--- src/rtl/wt_mem_initiator_if.sv ---
// Cache-side and memory-side signal bundle of the write-through memory initiator.
// master = the initiator itself; slave = cache controller plus data memory.
interface wt_mem_initiator_if #(
    parameter int AW          = 32,
    parameter int DW          = 32,
    parameter int BLOCK_WORDS = 4
);
    localparam int BW = $clog2(BLOCK_WORDS);

    logic          wr_valid;
    logic          wr_ready;
    logic [AW-1:0] wr_addr;
    logic [DW-1:0] wr_data;
    logic          miss_valid;
    logic          miss_ready;
    logic [AW-1:0] miss_addr;
    logic          refill_valid;
    logic [BW-1:0] refill_idx;
    logic [DW-1:0] refill_data;
    logic          refill_done;
    logic          busy;
    logic [AW-1:0] mem_A;
    logic [DW-1:0] mem_WD;
    logic          mem_WE;
    logic [DW-1:0] mem_RD;

    modport master (
        input  wr_valid, wr_addr, wr_data, miss_valid, miss_addr, mem_RD,
        output wr_ready, miss_ready, refill_valid, refill_idx, refill_data,
               refill_done, busy, mem_A, mem_WD, mem_WE
    );

    modport slave (
        output wr_valid, wr_addr, wr_data, miss_valid, miss_addr, mem_RD,
        input  wr_ready, miss_ready, refill_valid, refill_idx, refill_data,
               refill_done, busy, mem_A, mem_WD, mem_WE
    );
endinterface

--- src/rtl/wt_mem_initiator.sv ---
// Write-through cache memory initiator: store buffer drain plus block refill on read miss.
// Optional PERF_CNT_EN adds wr_cnt/refill_cnt performance counters.
//
// state    | meaning
// S_IDLE   | no access; pick buffered store first, else pending refill
// S_WRITE  | driving FIFO head to memory, mem_WE in the last wait cycle
// S_REFILL | reading block word idx, one strobe per completed word
module wt_mem_initiator #(
    parameter int AW          = 32,
    parameter int DW          = 32,
    parameter int WBUF_DEPTH  = 4,
    parameter int BLOCK_WORDS = 4,
    parameter int MEM_WAIT    = 0
) (
    input  logic CLK,
    input  logic RST,
    wt_mem_initiator_if.master bus
`ifdef PERF_CNT_EN
    ,
    output logic [15:0] wr_cnt,
    output logic [15:0] refill_cnt
`endif
);
    localparam int BW = $clog2(BLOCK_WORDS);
    localparam int PW = $clog2(WBUF_DEPTH);
    localparam int WW = (MEM_WAIT > 0) ? $clog2(MEM_WAIT + 1) : 1;
    localparam logic [BW-1:0] LAST_IDX = BW'(BLOCK_WORDS - 1);

    typedef enum logic [1:0] {S_IDLE, S_WRITE, S_REFILL} state_t;

    state_t           state_q, state_d;
    logic [WW-1:0]    wait_q, wait_d;
    logic [BW-1:0]    idx_q, idx_d, idx_inc;
    logic [AW-1:0]    mem_a_q, mem_a_d;
    logic [DW-1:0]    mem_wd_q, mem_wd_d;
    logic             mem_we_q, mem_we_d;
    logic             rv_q, rv_d;
    logic [BW-1:0]    ri_q, ri_d;
    logic [DW-1:0]    rdata_q, rdata_d;
    logic             done_q, done_d;
    logic             pop, miss_clr, push, miss_acc, full;
    logic             miss_pend_q;
    logic [AW-BW-1:0] blk_q;
    logic [PW-1:0]    wptr_q, rptr_q;
    logic [PW:0]      count_q;
    logic [AW-1:0]    fifo_addr [WBUF_DEPTH];
    logic [DW-1:0]    fifo_data [WBUF_DEPTH];
    logic             unused_miss_low;

    assign unused_miss_low = ^bus.miss_addr[BW-1:0];

    assign full     = (count_q == (PW+1)'(WBUF_DEPTH));
    assign push     = bus.wr_valid & bus.wr_ready;
    assign miss_acc = bus.miss_valid & bus.miss_ready;
    assign idx_inc  = idx_q + BW'(1);

    assign bus.wr_ready     = !full && !miss_pend_q;
    assign bus.miss_ready   = !miss_pend_q;
    assign bus.busy         = (state_q != S_IDLE) || (count_q != '0) || miss_pend_q;
    assign bus.mem_A        = mem_a_q;
    assign bus.mem_WD       = mem_wd_q;
    assign bus.mem_WE       = mem_we_q;
    assign bus.refill_valid = rv_q;
    assign bus.refill_idx   = ri_q;
    assign bus.refill_data  = rdata_q;
    assign bus.refill_done  = done_q;

    always_ff @(posedge CLK) begin
        if (RST) begin
            state_q  <= S_IDLE;
            wait_q   <= '0;
            idx_q    <= '0;
            mem_a_q  <= '0;
            mem_wd_q <= '0;
            mem_we_q <= 1'b0;
            rv_q     <= 1'b0;
            ri_q     <= '0;
            rdata_q  <= '0;
            done_q   <= 1'b0;
        end else begin
            state_q  <= state_d;
            wait_q   <= wait_d;
            idx_q    <= idx_d;
            mem_a_q  <= mem_a_d;
            mem_wd_q <= mem_wd_d;
            mem_we_q <= mem_we_d;
            rv_q     <= rv_d;
            ri_q     <= ri_d;
            rdata_q  <= rdata_d;
            done_q   <= done_d;
        end
    end

    // Memory-port registers are loaded from next-state values so an access
    // appears on the port in the first cycle of its state.
    always_comb begin
        state_d  = state_q;
        wait_d   = wait_q;
        idx_d    = idx_q;
        mem_a_d  = mem_a_q;
        mem_wd_d = mem_wd_q;
        rv_d     = 1'b0;
        ri_d     = ri_q;
        rdata_d  = rdata_q;
        done_d   = 1'b0;
        pop      = 1'b0;
        miss_clr = 1'b0;
        unique case (state_q)
            S_IDLE: begin
                if (count_q != '0) begin
                    state_d  = S_WRITE;
                    wait_d   = WW'(MEM_WAIT);
                    mem_a_d  = fifo_addr[rptr_q];
                    mem_wd_d = fifo_data[rptr_q];
                end else if (miss_pend_q) begin
                    state_d = S_REFILL;
                    wait_d  = WW'(MEM_WAIT);
                    idx_d   = '0;
                    mem_a_d = {blk_q, {BW{1'b0}}};
                end
            end
            S_WRITE: begin
                if (wait_q != '0) begin
                    wait_d = wait_q - WW'(1);
                end else begin
                    pop     = 1'b1;
                    state_d = S_IDLE;
                end
            end
            S_REFILL: begin
                if (wait_q != '0) begin
                    wait_d = wait_q - WW'(1);
                end else begin
                    rv_d    = 1'b1;
                    ri_d    = idx_q;
                    rdata_d = bus.mem_RD;
                    if (idx_q == LAST_IDX) begin
                        done_d   = 1'b1;
                        miss_clr = 1'b1;
                        state_d  = S_IDLE;
                    end else begin
                        idx_d   = idx_inc;
                        wait_d  = WW'(MEM_WAIT);
                        mem_a_d = {blk_q, idx_inc};
                    end
                end
            end
            default: state_d = S_IDLE;
        endcase
        mem_we_d = (state_d == S_WRITE) && (wait_d == '0);
    end

    always_ff @(posedge CLK) begin
        if (RST) begin
            wptr_q      <= '0;
            rptr_q      <= '0;
            count_q     <= '0;
            miss_pend_q <= 1'b0;
            blk_q       <= '0;
        end else begin
            if (push) wptr_q <= wptr_q + PW'(1);
            if (pop)  rptr_q <= rptr_q + PW'(1);
            if (push && !pop)      count_q <= count_q + (PW+1)'(1);
            else if (!push && pop) count_q <= count_q - (PW+1)'(1);
            if (miss_acc) begin
                miss_pend_q <= 1'b1;
                blk_q       <= bus.miss_addr[AW-1:BW];
            end else if (miss_clr) begin
                miss_pend_q <= 1'b0;
            end
        end
    end

    always_ff @(posedge CLK) begin
        if (push) begin
            fifo_addr[wptr_q] <= bus.wr_addr;
            fifo_data[wptr_q] <= bus.wr_data;
        end
    end

`ifdef PERF_CNT_EN
    always_ff @(posedge CLK) begin
        if (RST) begin
            wr_cnt     <= '0;
            refill_cnt <= '0;
        end else begin
            if (mem_we_q) wr_cnt     <= wr_cnt + 16'd1;
            if (done_q)   refill_cnt <= refill_cnt + 16'd1;
        end
    end
`endif
endmodule
--- src/flat_wrapper.sv ---
// flat-port wrapper written by rule: the top's interface ports become plain ports
module wt_mem_initiator_flat 
#(
    parameter int AW          = 32,
    parameter int DW          = 32,
    parameter int WBUF_DEPTH  = 4,
    parameter int BLOCK_WORDS = 4,
    parameter int MEM_WAIT    = 0
)
  (CLK, RST, bus_wr_valid, bus_wr_addr, bus_wr_data, bus_miss_valid, bus_miss_addr, bus_mem_RD, bus_wr_ready, bus_miss_ready, bus_refill_valid, bus_refill_idx, bus_refill_data, bus_refill_done, bus_busy, bus_mem_A, bus_mem_WD, bus_mem_WE);
  wt_mem_initiator_if #(.AW(AW), .DW(DW), .BLOCK_WORDS(BLOCK_WORDS)) bus_i ();
  input  logic CLK;
  input  logic RST;
  input wire logic [$bits(bus_i.wr_valid)-1:0] bus_wr_valid;
  input wire logic [$bits(bus_i.wr_addr)-1:0] bus_wr_addr;
  input wire logic [$bits(bus_i.wr_data)-1:0] bus_wr_data;
  input wire logic [$bits(bus_i.miss_valid)-1:0] bus_miss_valid;
  input wire logic [$bits(bus_i.miss_addr)-1:0] bus_miss_addr;
  input wire logic [$bits(bus_i.mem_RD)-1:0] bus_mem_RD;
  output wire logic [$bits(bus_i.wr_ready)-1:0] bus_wr_ready;
  output wire logic [$bits(bus_i.miss_ready)-1:0] bus_miss_ready;
  output wire logic [$bits(bus_i.refill_valid)-1:0] bus_refill_valid;
  output wire logic [$bits(bus_i.refill_idx)-1:0] bus_refill_idx;
  output wire logic [$bits(bus_i.refill_data)-1:0] bus_refill_data;
  output wire logic [$bits(bus_i.refill_done)-1:0] bus_refill_done;
  output wire logic [$bits(bus_i.busy)-1:0] bus_busy;
  output wire logic [$bits(bus_i.mem_A)-1:0] bus_mem_A;
  output wire logic [$bits(bus_i.mem_WD)-1:0] bus_mem_WD;
  output wire logic [$bits(bus_i.mem_WE)-1:0] bus_mem_WE;
  assign bus_i.wr_valid = bus_wr_valid;
  assign bus_i.wr_addr = bus_wr_addr;
  assign bus_i.wr_data = bus_wr_data;
  assign bus_i.miss_valid = bus_miss_valid;
  assign bus_i.miss_addr = bus_miss_addr;
  assign bus_i.mem_RD = bus_mem_RD;
  assign bus_wr_ready = bus_i.wr_ready;
  assign bus_miss_ready = bus_i.miss_ready;
  assign bus_refill_valid = bus_i.refill_valid;
  assign bus_refill_idx = bus_i.refill_idx;
  assign bus_refill_data = bus_i.refill_data;
  assign bus_refill_done = bus_i.refill_done;
  assign bus_busy = bus_i.busy;
  assign bus_mem_A = bus_i.mem_A;
  assign bus_mem_WD = bus_i.mem_WD;
  assign bus_mem_WE = bus_i.mem_WE;
  wt_mem_initiator #(.AW(AW), .DW(DW), .WBUF_DEPTH(WBUF_DEPTH), .BLOCK_WORDS(BLOCK_WORDS), .MEM_WAIT(MEM_WAIT)) u_core (.CLK(CLK), .RST(RST), .bus(bus_i));
endmodule
--- config.mk ---
export PLATFORM = sky130hd
export DESIGN_NAME = wt_mem_initiator_flat
export DESIGN_NICKNAME = d
export VERILOG_FILES = /design/src/rtl/wt_mem_initiator_if.sv /design/src/rtl/wt_mem_initiator.sv /design/src/flat_wrapper.sv
export SDC_FILE = /design/constraint.sdc
export NUM_CORES = 1
export LEC_CHECK = 0
export ABC_AREA = 1
export BUFFER_PORTS_ARGS = -buffer_cell sky130_fd_sc_hd__buf_2
export CORE_MARGIN = 3
export CORE_UTILIZATION = 51
export DETAILED_ROUTE_END_ITERATION = 6
export PLACE_DENSITY = 0.76
export SLEW_MARGIN = 30
export SYNTH_ARGS = -nofsm -noshare
export SYNTH_HDL_FRONTEND = slang
export SYNTH_SLANG_ARGS = --single-unit
--- constraint.sdc ---
create_clock -name CLK -period 4.1 [get_ports CLK]
set_input_delay 0.615 -clock CLK [delete_from_list [all_inputs] [get_ports CLK]]
set_output_delay 0.615 -clock CLK [all_outputs]
set_load 0.01 [all_outputs]
# Word level (Yosys, flattened, before mapping)

Memory sizes are Yosys's and may differ from the RTL's. A register that Yosys moved wholly into a read port is not among the register bits.
Cells that the tools add are included.

Bitwise logic cells: 5
Add/subtract/negate cells: 6
Reductions and logical operators: 22
Multiplexer cells: 33
Equality and inequality tests: 10

Operators by type and width:

| kind                | count |
|---|---|
| $mux 32             | 4 |
| $pmux 32 s2         | 1 |
| $mux 2              | 11 |
| $mux 1              | 12 |
| $reduce_bool 2->1   | 4 |
| $add 2x1->2 const B | 3 |
| $mux 3              | 2 |
| $ne 2x2->1 const B  | 3 |
| $pmux 2 s3          | 1 |
| $reduce_and 5->1    | 1 |
| $eq 2x1->1 const B  | 2 |
| $eq 2x2->1 const B  | 2 |
| $logic_and 1x1->1   | 4 |
| $logic_not 1->1     | 4 |
| $pmux 2 s2          | 1 |
| $reduce_and 2->1    | 2 |
| $reduce_and 4->1    | 1 |
| $reduce_or 2->1     | 2 |
| $add 3x1->3 const B | 1 |
| $eq 3x3->1 const B  | 1 |
| $ne 3x1->1 const B  | 1 |
| $not 1->1           | 3 |
| $reduce_bool 3->1   | 1 |
| $sub 3x1->3 const B | 1 |
| 6 further kinds     | 8 |

Word-level logic and storage cells: 92
Memories kept: 2
Input bits: 132
Register bits: 112
Output and inout bits: 104
Bits in writable memories: 256

Memory list:

| memory           | depth | width | rd ports | clocked after memory_dff | wr ports | line                   | text |
|---|---|---|---|---|---|---|---|
| u_core.fifo_addr | 4     | 32    | 1        | 1                        | 1        | wt_mem_initiator.sv:46 | `logic [AW-1:0] fifo_addr [WBUF_DEPTH];` |
| u_core.fifo_data | 4     | 32    | 1        | 1                        | 1        | wt_mem_initiator.sv:47 | `logic [DW-1:0] fifo_data [WBUF_DEPTH];` |

# Logic depth before layout (Yosys ltp)

Gate-level depths: netlist of the first run.

Depth in word-level cells: 8
Mapped depth: 12
Gate-level depth less buffers: 12

# Worst setup path after synthesis of the first run

OpenSTA, ideal clock, no wires.

Path type: in2reg
From: in bus_wr_valid
To: mem u_core.fifo_addr[0][0], enable pin
Path buffers: 0
Data required time: 3.613 ns
Arrival: 3.539 ns
Cell stages on the path: 2
Library setup time: 0.487 ns
Path slack: 0.074 ns
Path through: nand3_1 > nor2_1

Cells in the longest elaborated chain, start to end: 3

Ends and longest elaborated chain:

| what                         | line                    | text |
|---|---|---|
| start, declared              | flat_wrapper.sv:14      | `input wire logic [$bits(bus_i.wr_valid)-1:0] bus_wr_valid;` |
| $and 1x1->1                  | wt_mem_initiator.sv:53  | `assign push = bus.wr_valid & bus.wr_ready;` |
| $mux 1                       | wt_mem_initiator.sv:175 | `if (push) begin` |
| $mux 1 (not written as such) | wt_mem_initiator.sv:176 | `fifo_addr[wptr_q] <= bus.wr_addr;` |
| end, declared                | wt_mem_initiator.sv:46  |  |

Every way passes these cells.

# Worst setup path after layout of the first run

From: reg u_core.count_q[0]
To: out bus_busy

Cells in the longest elaborated chain, start to end: 3

Ends and longest elaborated chain:

| what                          | line                    | text |
|---|---|---|
| start, declared               | wt_mem_initiator.sv:45  | `logic [PW:0] count_q;` |
| start signal, assigned        | wt_mem_initiator.sv:163 | `if (push && !pop) count_q <= count_q + (PW+1)'(1);` |
| start signal, assigned        | wt_mem_initiator.sv:164 | `else if (!push && pop) count_q <= count_q - (PW+1)'(1);` |
| $reduce_bool 3->1             | wt_mem_initiator.sv:59  | `assign bus.busy = (state_q != S_IDLE) \|\| (count_q != '0) \|\| miss_pend_q;` |
| $logic_or 1x1->1 (2 in a row) | wt_mem_initiator.sv:59  |  |
| end, declared                 | flat_wrapper.sv:26      | `output wire logic [$bits(bus_i.busy)-1:0] bus_busy;` |

Every way passes these cells.

==> impl_metrics.py, run 1 <==
metrics = {
    "timing": {
        "slew-limit-headroom_pct": 39.1,
        "finalMaxSlewViolations": 0,
        "finalHoldViolations": 0,
        "rsz0062_at_grt": "false",
        "timing.hold.ws_ns": 0.298,
        "layout_setup_ws_ns": 1.26,
        "min_period_over_period_pct": 69.2,
        "period_minus_slack_ns": 2.84,
        "max_freq_mhz": 352,
        "fin_tns_setup_ns": 0,
        "clock_skew_ns": 0.0188,
        "tightest_slew_ns": 0.910,
        "finalSetupViolCount": 0,
    },
    "synthesis": {
        "synth.area.top_cells": "edfxtp_1 49%, dfxtp_1 19%, nor2_1 9.5%, o21ai_0 5.9%, nand2_1 5.7%",
        "avgSynthCellArea_sq_um": 10.0,
        "synthCells": 1553,
        "synth-seq-cells": 402,
        "synth_ff_type": "edfxtp_1",
        "synth_top_cell_by_area": "edfxtp_1",
        "yosysWarnings": 0,
        "synth_edf_count": 256,
        "synth_most_common_cell": "nor2_1",
        "yosysUniqueCellTypes": 27,
        "synth_top_area_share_pct": 49.3,
        "synth_fp_nets": 1692,
        "synth_area_sq_mm": 0.0156,
        "ys_seq_area_share_pct": 68.0,
        "synthArstFlopShare_pct": 0,
        "synth_common_cells": "395 x nor2_1, 256 x edfxtp_1, 236 x nand2_1",
    },
    "final_layout": {
        "layout.nets": 1891,
        "multi_input_area_sq_mm": 0.00434,
        "fillers": 2409,
        "antenna_cells": 0,
        "areaGrowthSynthToFinish_pct": 16.9,
        "drive_above_1_share_pct": 18.5,
        "regArea_sq_mm": 0.0106,
    },
    "global_route": {
        "grt_overflow_total": 0,
        "grt_pass1_vias": 11100,
        "grt_max_degree": 67,
        "grt_util_all_layers_pct": 21.5,
        "grt_pass1_wl_um": 57100,
        "antenna_found_initial": 7,
    },
    "die": {
        "fp.coreArea_sq_mm": 0.0299,
        "io_pins": 236,
        "num_rows": 63,
        "die_area_sq_mm": 0.0327,
        "start_util_pct": 52.2,
        "die_w_um": 181,
        "die_height_um": 181,
    },
    "job": {
        "cap_violations": 0,
    },
    "detailed_routing": {
        "drt_wl_total_um": 36300,
        "drt-initial-drc-count": 939,
        "wl_per_cell_um": 16.7,
        "vias": 11400,
        "drt_pass1_iterations": 5,
        "drc_errors": 0,
        "ant_nets": 0,
        "via_per_inst": 5.25,
    },
    "clock_tree": {
        "ctsHoldBuffers": 0,
        "cts_resized": 0,
        "clk_pin_slew_worst_paths_ns": 0.06,
        "h-tree-depth": 2,
        "cts-root-buf": "clkbuf_16",
        "max-clock-path-buffers": 3,
        "postCtsSetupBuffers": 0,
        "worstSkewPairLatency_ns": 0.53,
        "cts_buffers": 40,
        "cts_tree": "done",
        "cts.sinks": 402,
    },
    "placement": {
        "gp_congestion": 0.764,
        "io_buffers": 233,
        "dp_hpwl_um": 21100,
        "dp_slack_ns": 1.25,
    },
    "critical_path": {
        "crit_arrival_ns": 2.22,
        "criticalPathCategory": "flop to primary output",
        "cp_max_fo": 35,
        "cp-end-kind": "primary output",
        "reg2reg_slack_ns": 1.49,
        "cp_data_required_time_ns": 3.48,
        "r2r_start": "u_core.state_q[0]$_SDFF_PP0_",
        "startpoint_type": "flop",
        "reg2reg_to": "u_core.bus.refill_data[24]$_SDFFE_PP0P_",
        "reg2reg_depth": 6,
    },
    "hold_path": {
        "min_from": "bus_wr_addr[24]",
        "whs_path_depth": 1,
        "hold_end": "u_core.fifo_addr[3][24]$_DFFE_PP_",
        "holdCritPathClass": "primary input to flop",
    },
    "power_and_ir_drop": {
        "p_leak_uw": 0.00755,
        "power_density_mw_per_mm2": 690,
        "peakVddDrop_mv": 0.526,
    },
    "outcome": {
        "outcome": "finished clean",
    },
}
## sequential cells by signal, summed over array words and instances (netlist names), named ones only
register,cells
u_core.blk_q,30
u_core.bus.mem_A,32
u_core.bus.mem_WD,32
u_core.bus.mem_WE,1
u_core.bus.refill_data,32
u_core.bus.refill_done,1
u_core.bus.refill_idx,2
u_core.bus.refill_valid,1
u_core.count_q,3
u_core.fifo_addr,128
u_core.fifo_data,128
u_core.idx_q,2
u_core.miss_pend_q,1
u_core.rptr_q,2
u_core.state_q,2
u_core.wait_q,1
u_core.wptr_q,2
## per-stage QoR
stage          util [%]  area, sq um  power [uW]  std cells
2_1_floorplan         -        15600        8080       1553
3_3_place_gp       56.9        17000        9120       2100
3_5_place_dp       56.9        17000        9240       2100
4_1_cts            61.1        18200       12700       2173
5_1_grt            61.1        18200       13400       2173
6_report           61.1        18200       12600       2173
## how the worst max path moves through the flow
stage	startpoint	endpoint	slack [ns]
after detailed placement	u_core.state_q[0]$_SDFF_PP0_	u_core.bus.refill_data[27]$_SDFFE_PP0P_	1.25
final	u_core.count_q[0]$_SDFFE_PP0P_	bus_busy	1.26
after CTS	u_core.count_q[0]$_SDFFE_PP0P_	bus_busy	1.25
after global routing	u_core.count_q[0]$_SDFFE_PP0P_	bus_busy	1.14
after global placement	u_core.state_q[0]$_SDFF_PP0_	u_core.bus.refill_data[26]$_SDFFE_PP0P_	1.31
after floorplan	bus_wr_valid	u_core.fifo_addr[0][0]$_DFFE_PP_	0.07
## critical path, cell delays in order (launching register included)
cell     delay, ns
dfxtp_1       0.41
nor2_2        0.08
nand2_2       0.06
buf_4         0.43
inv_2         0.11
nand2_4       0.39
buf_2         0.22
## final cells by class
| type | instances | share of cell area (%) |
|---|---|---|
| clock buffer | 64 | 6.49 |
| clock inverter | 9 | 0.309 |
| inverter | 61 | 1.28 |
| multi-input combinational | 998 | 23.8 |
| sequential | 402 | 58.2 |
| tap | 390 | 2.68 |
| timing repair buffer | 249 | 7.26 |
## metal layers
layer / wire [um] / vias up / track usage [%]
li1: - / 5585 / -
met1: 15300 / 5352 / 28.1
met2: 17400 / 398 / 36.5
met3: 2790 / 65 / 4.61
met4: 739 / 12 / 6.29
met5: 69 / - / 0
## cell families (layout without fill, tap and decap cells)
group	count (synthesis)	after routing	share of synthesized area (%)
simple gates	746	746	19.1
compound gates	244	244	7.86
buf+inv	153	383	4.35
flops	402	402	68.0
fa+ha+maj	7	7	0.610
xor+xnor	1	1	0.0562
## report_power, final
group / switching [uW] / leakage [uW] / internal [uW]
logic: 2700 / 0.00341 / 1240
registers: 261 / 0.00354 / 4960
clock network: 1440 / 0.000601 / 1980
## placed cells by master, fill, tap and decap left out, types with 42 or more instances in the layout
cell	synthesis	layout
nand2_1	236	235
edfxtp_1	256	256
nor2_1	395	391
nand3_1	103	103
buf_2	44	233
o21ai_0	184	184
clkbuf_16	0	42
inv_1	53	48
dfxtp_1	146	144
a21oi_1	45	45
Power figures use the tool's default switching activity.
==> run 2, diff against run 1 <==
- clock period: 4.1 -> 2.6 ns (I/O delays scaled with it)
==> run 2 against run 1 <==
Against the previous run:
- count of clock-buffer cells in the layout down 5
- hold slack worse by 0.22 ns
- sequential share of layout area down 0.49 points
- clock power up 65%
- global-route usage down 0.32 points
- final area up 0.85%
==> impl_metrics.py, run 2 (synthesized netlist as in run 1, its figures left out) <==
metrics = {
    "clock_tree": {
        "ctsHoldBuffers": 0,
        "postCtsSetupBuffers": 0,
        "cts-root-buf": "clkbuf_16",
        "cts.sinks": 402,
        "cts_resized": 0,
        "cts_buffers": 41,
        "clk_pin_slew_worst_paths_ns": 0.06,
        "worstSkewPairLatency_ns": 0.53,
        "h-tree-depth": 2,
        "cts_tree": "done",
        "max-clock-path-buffers": 3,
    },
    "final_layout": {
        "reg_top3": "u_core.fifo_addr (128), u_core.fifo_data (128)",
        "layout.nets": 1907,
        "layout_commonest_cell": "nor2_1",
        "final_cells": 2193,
        "final_cell_mix": "391 x nor2_1, 256 x edfxtp_1, 236 x nand2_1",
        "fin_area_sq_mm": 0.0184,
        "drive_above_1_share_pct": 19.4,
        "areaGrowthSynthToFinish_pct": 17.9,
    },
    "hold_path": {
        "holdCritPathClass": "primary input to flop",
        "min_from": "bus_wr_data[18]",
    },
    "placement": {
        "dp.cells": 2115,
        "io_buffers": 233,
        "dp_hpwl_um": 21500,
        "gp_congestion": 0.785,
        "dp_slack_ns": 0.555,
        "dpl_cell_area_sq_mm": 0.0171,
    },
    "critical_path": {
        "cp-end-kind": "primary output",
        "r2r_start": "u_core.count_q[0]$_SDFFE_PP0P_",
        "criticalPathCategory": "flop to primary output",
        "critPathLaunch": "u_core.count_q[0]$_SDFFE_PP0P_",
        "cp_max_fo": 18,
        "crit_arrival_ns": 1.86,
        "cp_data_required_time_ns": 2.21,
        "startpoint_type": "flop",
    },
    "die": {
        "num_rows": 63,
        "start_util_pct": 52.2,
        "io_pins": 236,
        "die_w_um": 181,
        "die_height_um": 181,
        "die_area_sq_mm": 0.0327,
        "fp.coreArea_sq_mm": 0.0299,
    },
    "timing": {
        "period_minus_slack_ns": 2.25,
        "clock_skew_ns": 0.0137,
        "min_period_over_period_pct": 86.7,
        "max_freq_mhz": 444,
        "finalSetupViolCount": 0,
        "rsz0062_at_grt": "false",
        "tightest_slew_ns": 0.734,
        "slew-limit-headroom_pct": 51.1,
        "layout_setup_ws_ns": 0.347,
        "timing.hold.ws_ns": 0.0752,
        "finalMaxSlewViolations": 0,
        "finalHoldViolations": 0,
    },
    "detailed_routing": {
        "drc_errors": 0,
        "drt-initial-drc-count": 720,
        "drt_pass1_iterations": 5,
        "wl_per_cell_um": 16.2,
        "vias": 11400,
        "drt_wl_total_um": 35600,
        "ant_nets": 0,
        "via_per_inst": 5.18,
    },
    "global_route": {
        "grt_max_degree": 67,
        "grt_pass1_vias": 10900,
        "grt_pass1_wl_um": 56200,
        "antenna_found_initial": 9,
        "grt_overflow_total": 0,
        "grt_util_all_layers_pct": 21.2,
    },
    "power_and_ir_drop": {
        "power_density_mw_per_mm2": 1090,
        "p_leak_uw": 0.00766,
        "peakVddDrop_mv": 0.600,
        "finalPower_uw": 20100,
    },
    "job": {
        "cap_violations": 0,
    },
    "outcome": {
        "outcome": "finished clean",
    },
}
[run 2: where the power goes]
part / switching [uW] / total, uW / leakage [uW] / internal, uW
combinational: 4190 / 6240 / 0.00347 / 2040
clock: 2340 / 5640 / 0.000645 / 3300
sequential: 422 / 8250 / 0.00354 / 7820
total: 6950 / 20100 / 0.00766 / 13200
[run 2: final timing paths]
| check | to | slack (ns) | cells after the start |
|---|---|---|---|
| max | bus_busy | 0.35 | 5 |
| min | u_core.fifo_data[1][18]$_DFFE_PP_ | 0.08 | 1 |
| max reg2reg | u_core.bus.mem_WD[2]$_SDFFE_PP0P_ | 0.55 | 6 |
| min reg2reg | u_core.bus.refill_idx[1]$_SDFFE_PP0P_ | 0.48 | 2 |
[run 2: through the flow]
step / utilization [%] / TNS (ns)
6_report: 61.6 / 0
3_5_place_dp: 57.2 / 0
3_3_place_gp: 57.2 / 0
2_1_floorplan: - / -75.46
5_1_grt: 61.6 / 0
4_1_cts: 61.5 / 0
[run 2: routing by layer]
metal  track usage (%)  part of all wire [%]  vias up
met5                 0                  0.17        -
met4              6.91                   2.7       10
met3              4.53                   7.4       74
met2              35.7                    48      381
met1              27.6                    42     5275
li1                  -                     -     5616
[run 2: cell type report]
type,instances,area [sq um]
timing repair buffer,264,1420
clock buffer,59,1160
tap,390,488
clock inverter,16,136
antenna,3,7.51
sequential,402,10600
multi-input combinational,998,4340
inverter,61,231
fill,2368,11500
[run 2: critical path, cell delays in order, from the launching register on]
cell and delay, ns:
dfxtp_1 0.35, nor2_2 0.17, nand2_2 0.32, inv_2 0.19, nand2_4 0.13, buf_2 0.18
==> run 3, diff against run 2 <==
- ABC_AREA: 1 -> unset
- GPL_ROUTABILITY_DRIVEN: unset -> 0
==> run 3 against run 2 <==
Against the previous run:
- critical path depth is 2 lower
- hold slack better by 0.0073 ns
- routed wire length is 10% lower
- maximum frequency is 9.1% lower
- flip-flop and latch count stayed put
- power is 4.9% lower
- clock skew is 0.0029 ns lower
- critical path type unchanged
- largest cell class unchanged
==> impl_metrics.py, run 3 <==
metrics = {
    "critical_path": {
        "cp_cell_sequence": "or4_1, or3_1, buf_2",
        "reg2reg_depth": 8,
        "crit_arrival_ns": 2.09,
        "crit_family": "simple AND/OR/NAND/NOR gates",
        "r2r_start": "u_core.count_q[0]$_SDFFE_PP0P_",
        "cp_data_required_time_ns": 2.21,
        "startpoint_type": "flop",
        "cp-end-kind": "primary output",
        "crit_buf_inv": 1,
        "cp_slowest_cell": "or4_1",
        "critPathMaxStageDelay_ns": 0.64,
        "reg2reg_to": "u_core.count_q[2]$_SDFFE_PP0P_",
        "cp_max_fo": 6,
        "reg2reg_slack_ns": 0.25,
        "criticalPathCategory": "flop to primary output",
    },
    "global_route": {
        "grt_pass1_vias": 8987,
        "grt_pass1_wl_um": 49500,
        "grt_util_all_layers_pct": 20.2,
        "grt_max_degree": 105,
        "antenna_found_initial": 3,
        "grt_overflow_total": 0,
    },
    "timing": {
        "finalSetupViolCount": 0,
        "layout_setup_ws_ns": 0.120,
        "rsz0062_at_grt": "false",
        "finalHoldViolations": 0,
        "tightest_slew_ns": 0.954,
        "finalMaxSlewViolations": 0,
        "min_period_over_period_pct": 95.4,
        "slew-limit-headroom_pct": 36.4,
        "clock_skew_ns": 0.0108,
        "fin_tns_setup_ns": 0,
        "period_minus_slack_ns": 2.48,
        "max_freq_mhz": 403,
    },
    "die": {
        "die_area_sq_mm": 0.0314,
        "io_pins": 236,
        "fp.coreArea_sq_mm": 0.0288,
        "die_height_um": 177,
        "num_rows": 62,
        "start_util_pct": 51.9,
        "die_w_um": 177,
    },
    "synthesis": {
        "synth-seq-cells": 402,
        "yosysWarnings": 0,
        "synth.area.top_cells": "edfxtp_1 51%, dfxtp_1 20%, mux4_2 9.6%, nand2_1 5.7%, a21oi_1 3.4%",
        "synthArstFlopShare_pct": 0,
        "yosysUniqueCellTypes": 36,
        "synth_top_cell_by_area": "edfxtp_1",
        "avgSynthCellArea_sq_um": 14.6,
        "synth_ff_type": "edfxtp_1",
        "synth_area_sq_mm": 0.0149,
        "synthCells": 1025,
        "synth_fp_nets": 1164,
        "synth_common_cells": "256 x edfxtp_1, 227 x nand2_1, 146 x dfxtp_1",
        "synth_edf_count": 256,
        "ys_seq_area_share_pct": 71.0,
        "synth_top_area_share_pct": 51.5,
        "synth_most_common_cell": "edfxtp_1",
    },
    "placement": {
        "io_buffers": 233,
        "dp_hpwl_um": 19600,
        "dp_slack_ns": 0.285,
    },
    "detailed_routing": {
        "drc_errors": 0,
        "wl_per_cell_um": 19.1,
        "drt_wl_total_um": 31900,
        "drt-initial-drc-count": 687,
        "via_per_inst": 5.45,
        "ant_nets": 0,
        "vias": 9122,
        "drt_pass1_iterations": 7,
    },
    "clock_tree": {
        "cts_resized": 0,
        "cts.sinks": 402,
        "clk_pin_slew_worst_paths_ns": 0.06,
        "h-tree-depth": 2,
        "max-clock-path-buffers": 3,
        "ctsHoldBuffers": 0,
        "cts_buffers": 41,
        "cts-root-buf": "clkbuf_16",
        "cts_tree": "done",
        "postCtsSetupBuffers": 0,
        "worstSkewPairLatency_ns": 0.52,
    },
    "hold_path": {
        "whs_path_depth": 1,
        "min_from": "bus_wr_addr[22]",
        "holdCritPathClass": "primary input to flop",
        "hold_end": "u_core.fifo_addr[0][22]$_DFFE_PP_",
    },
    "job": {
        "cap_violations": 0,
    },
    "power_and_ir_drop": {
        "peakVddDrop_mv": 0.803,
        "power_density_mw_per_mm2": 1070,
        "p_leak_uw": 0.00646,
    },
    "outcome": {
        "outcome": "finished clean",
    },
    "final_layout": {
        "final_cell_mix": "256 x edfxtp_1, 232 x buf_2, 227 x nand2_1",
        "drive_above_1_share_pct": 33.0,
        "reg_top3": "u_core.fifo_addr (128), u_core.fifo_data (128)",
        "layout.nets": 1397,
        "areaGrowthSynthToFinish_pct": 19.7,
        "layout_commonest_cell": "edfxtp_1",
    },
}
[run 3: changes by cell type in the layout (fill, tap and decap cells not counted), sizes merged, moves of 16 or more]
cell,previous run,this run
a311oi,0,31
inv,64,8
a21oi,45,101
nand2,243,227
mux4,0,64
nand3,103,31
nor2,397,44
o21ai,197,4
[run 3: area by class of cell]
type	count	area, sq um
Multi-Input combinational cell	546	3990
Clock inverter	17	138
Inverter	7	26.3
Fill cell	2153	10900
Sequential cell	402	10600
Antenna cell	2	5.00
Tap cell	384	480
Clock buffer	55	1130
Timing Repair Buffer	260	1500
[run 3: stage by stage]
stage	hold WS, ns	instance area (sq um)	cells	total power [uW]	util, %
after detailed placement	0.444	16600	1599	13800	57.7
after global placement	0.439	16600	1599	13600	57.7
after floorplan	0.437	14900	1025	12100	-
final	0.0825	17900	1673	19100	62.1
after global routing	0.0700	17900	1673	20200	62.1
after CTS	0.0635	17900	1671	19400	62.1
[run 3: how the worst max path moves through the flow]
stage	startpoint	to	slack, ns	cells after the start
global placement	u_core.count_q[0]$_SDFFE_PP0P_	u_core.count_q[2]$_SDFFE_PP0P_	0.33	8
detailed placement	u_core.count_q[0]$_SDFFE_PP0P_	u_core.count_q[2]$_SDFFE_PP0P_	0.29	8
global route	u_core.miss_pend_q$_SDFFE_PP0P_	bus_busy	0.06	3
floorplan	u_core.count_q[0]$_SDFFE_PP0P_	u_core.count_q[2]$_SDFFE_PP0P_	0.16	8
CTS	u_core.miss_pend_q$_SDFFE_PP0P_	bus_busy	0.09	3
finish	u_core.miss_pend_q$_SDFFE_PP0P_	bus_busy	0.12	3
[run 3: logic make-up after synthesis]
| logic type | synth area share [%] |
|---|---|
| flip-flops | 71.0 |
| AND/OR/NAND/NOR | 8.85 |
| AO/OA/AOI/OAI | 6.94 |
| buffers and inverters | 2.40 |
| multiplexers | 9.85 |
| adder cells (fa/ha/maj) | 0.637 |
| XOR/XNOR | 0.293 |
[run 3: worst reg2reg max path: stages, from the launching register on]
cell	delay [ns]
dfxtp_1	0.42
nor2_1	0.09
a211oi_1	0.40
ha_1	0.25
inv_1	0.07
fa_1	0.42
xor2_1	0.18
or3_1	0.30
a21oi_1	0.14
[run 3: power by group]
group | total, uW | switching, uW | internal (uW)
clock | 5540 | 2280 | 3260
sequential | 8160 | 459 | 7700
combinational | 5450 | 3290 | 2150
[run 3: per-layer routing]
layer	routed length [um]	part of all wire, %	track usage, %
met5	7	0.022	0
met4	558	1.7	5.24
met3	2150	6.7	4.05
met2	16100	50	33.9
met1	13100	41	27.2
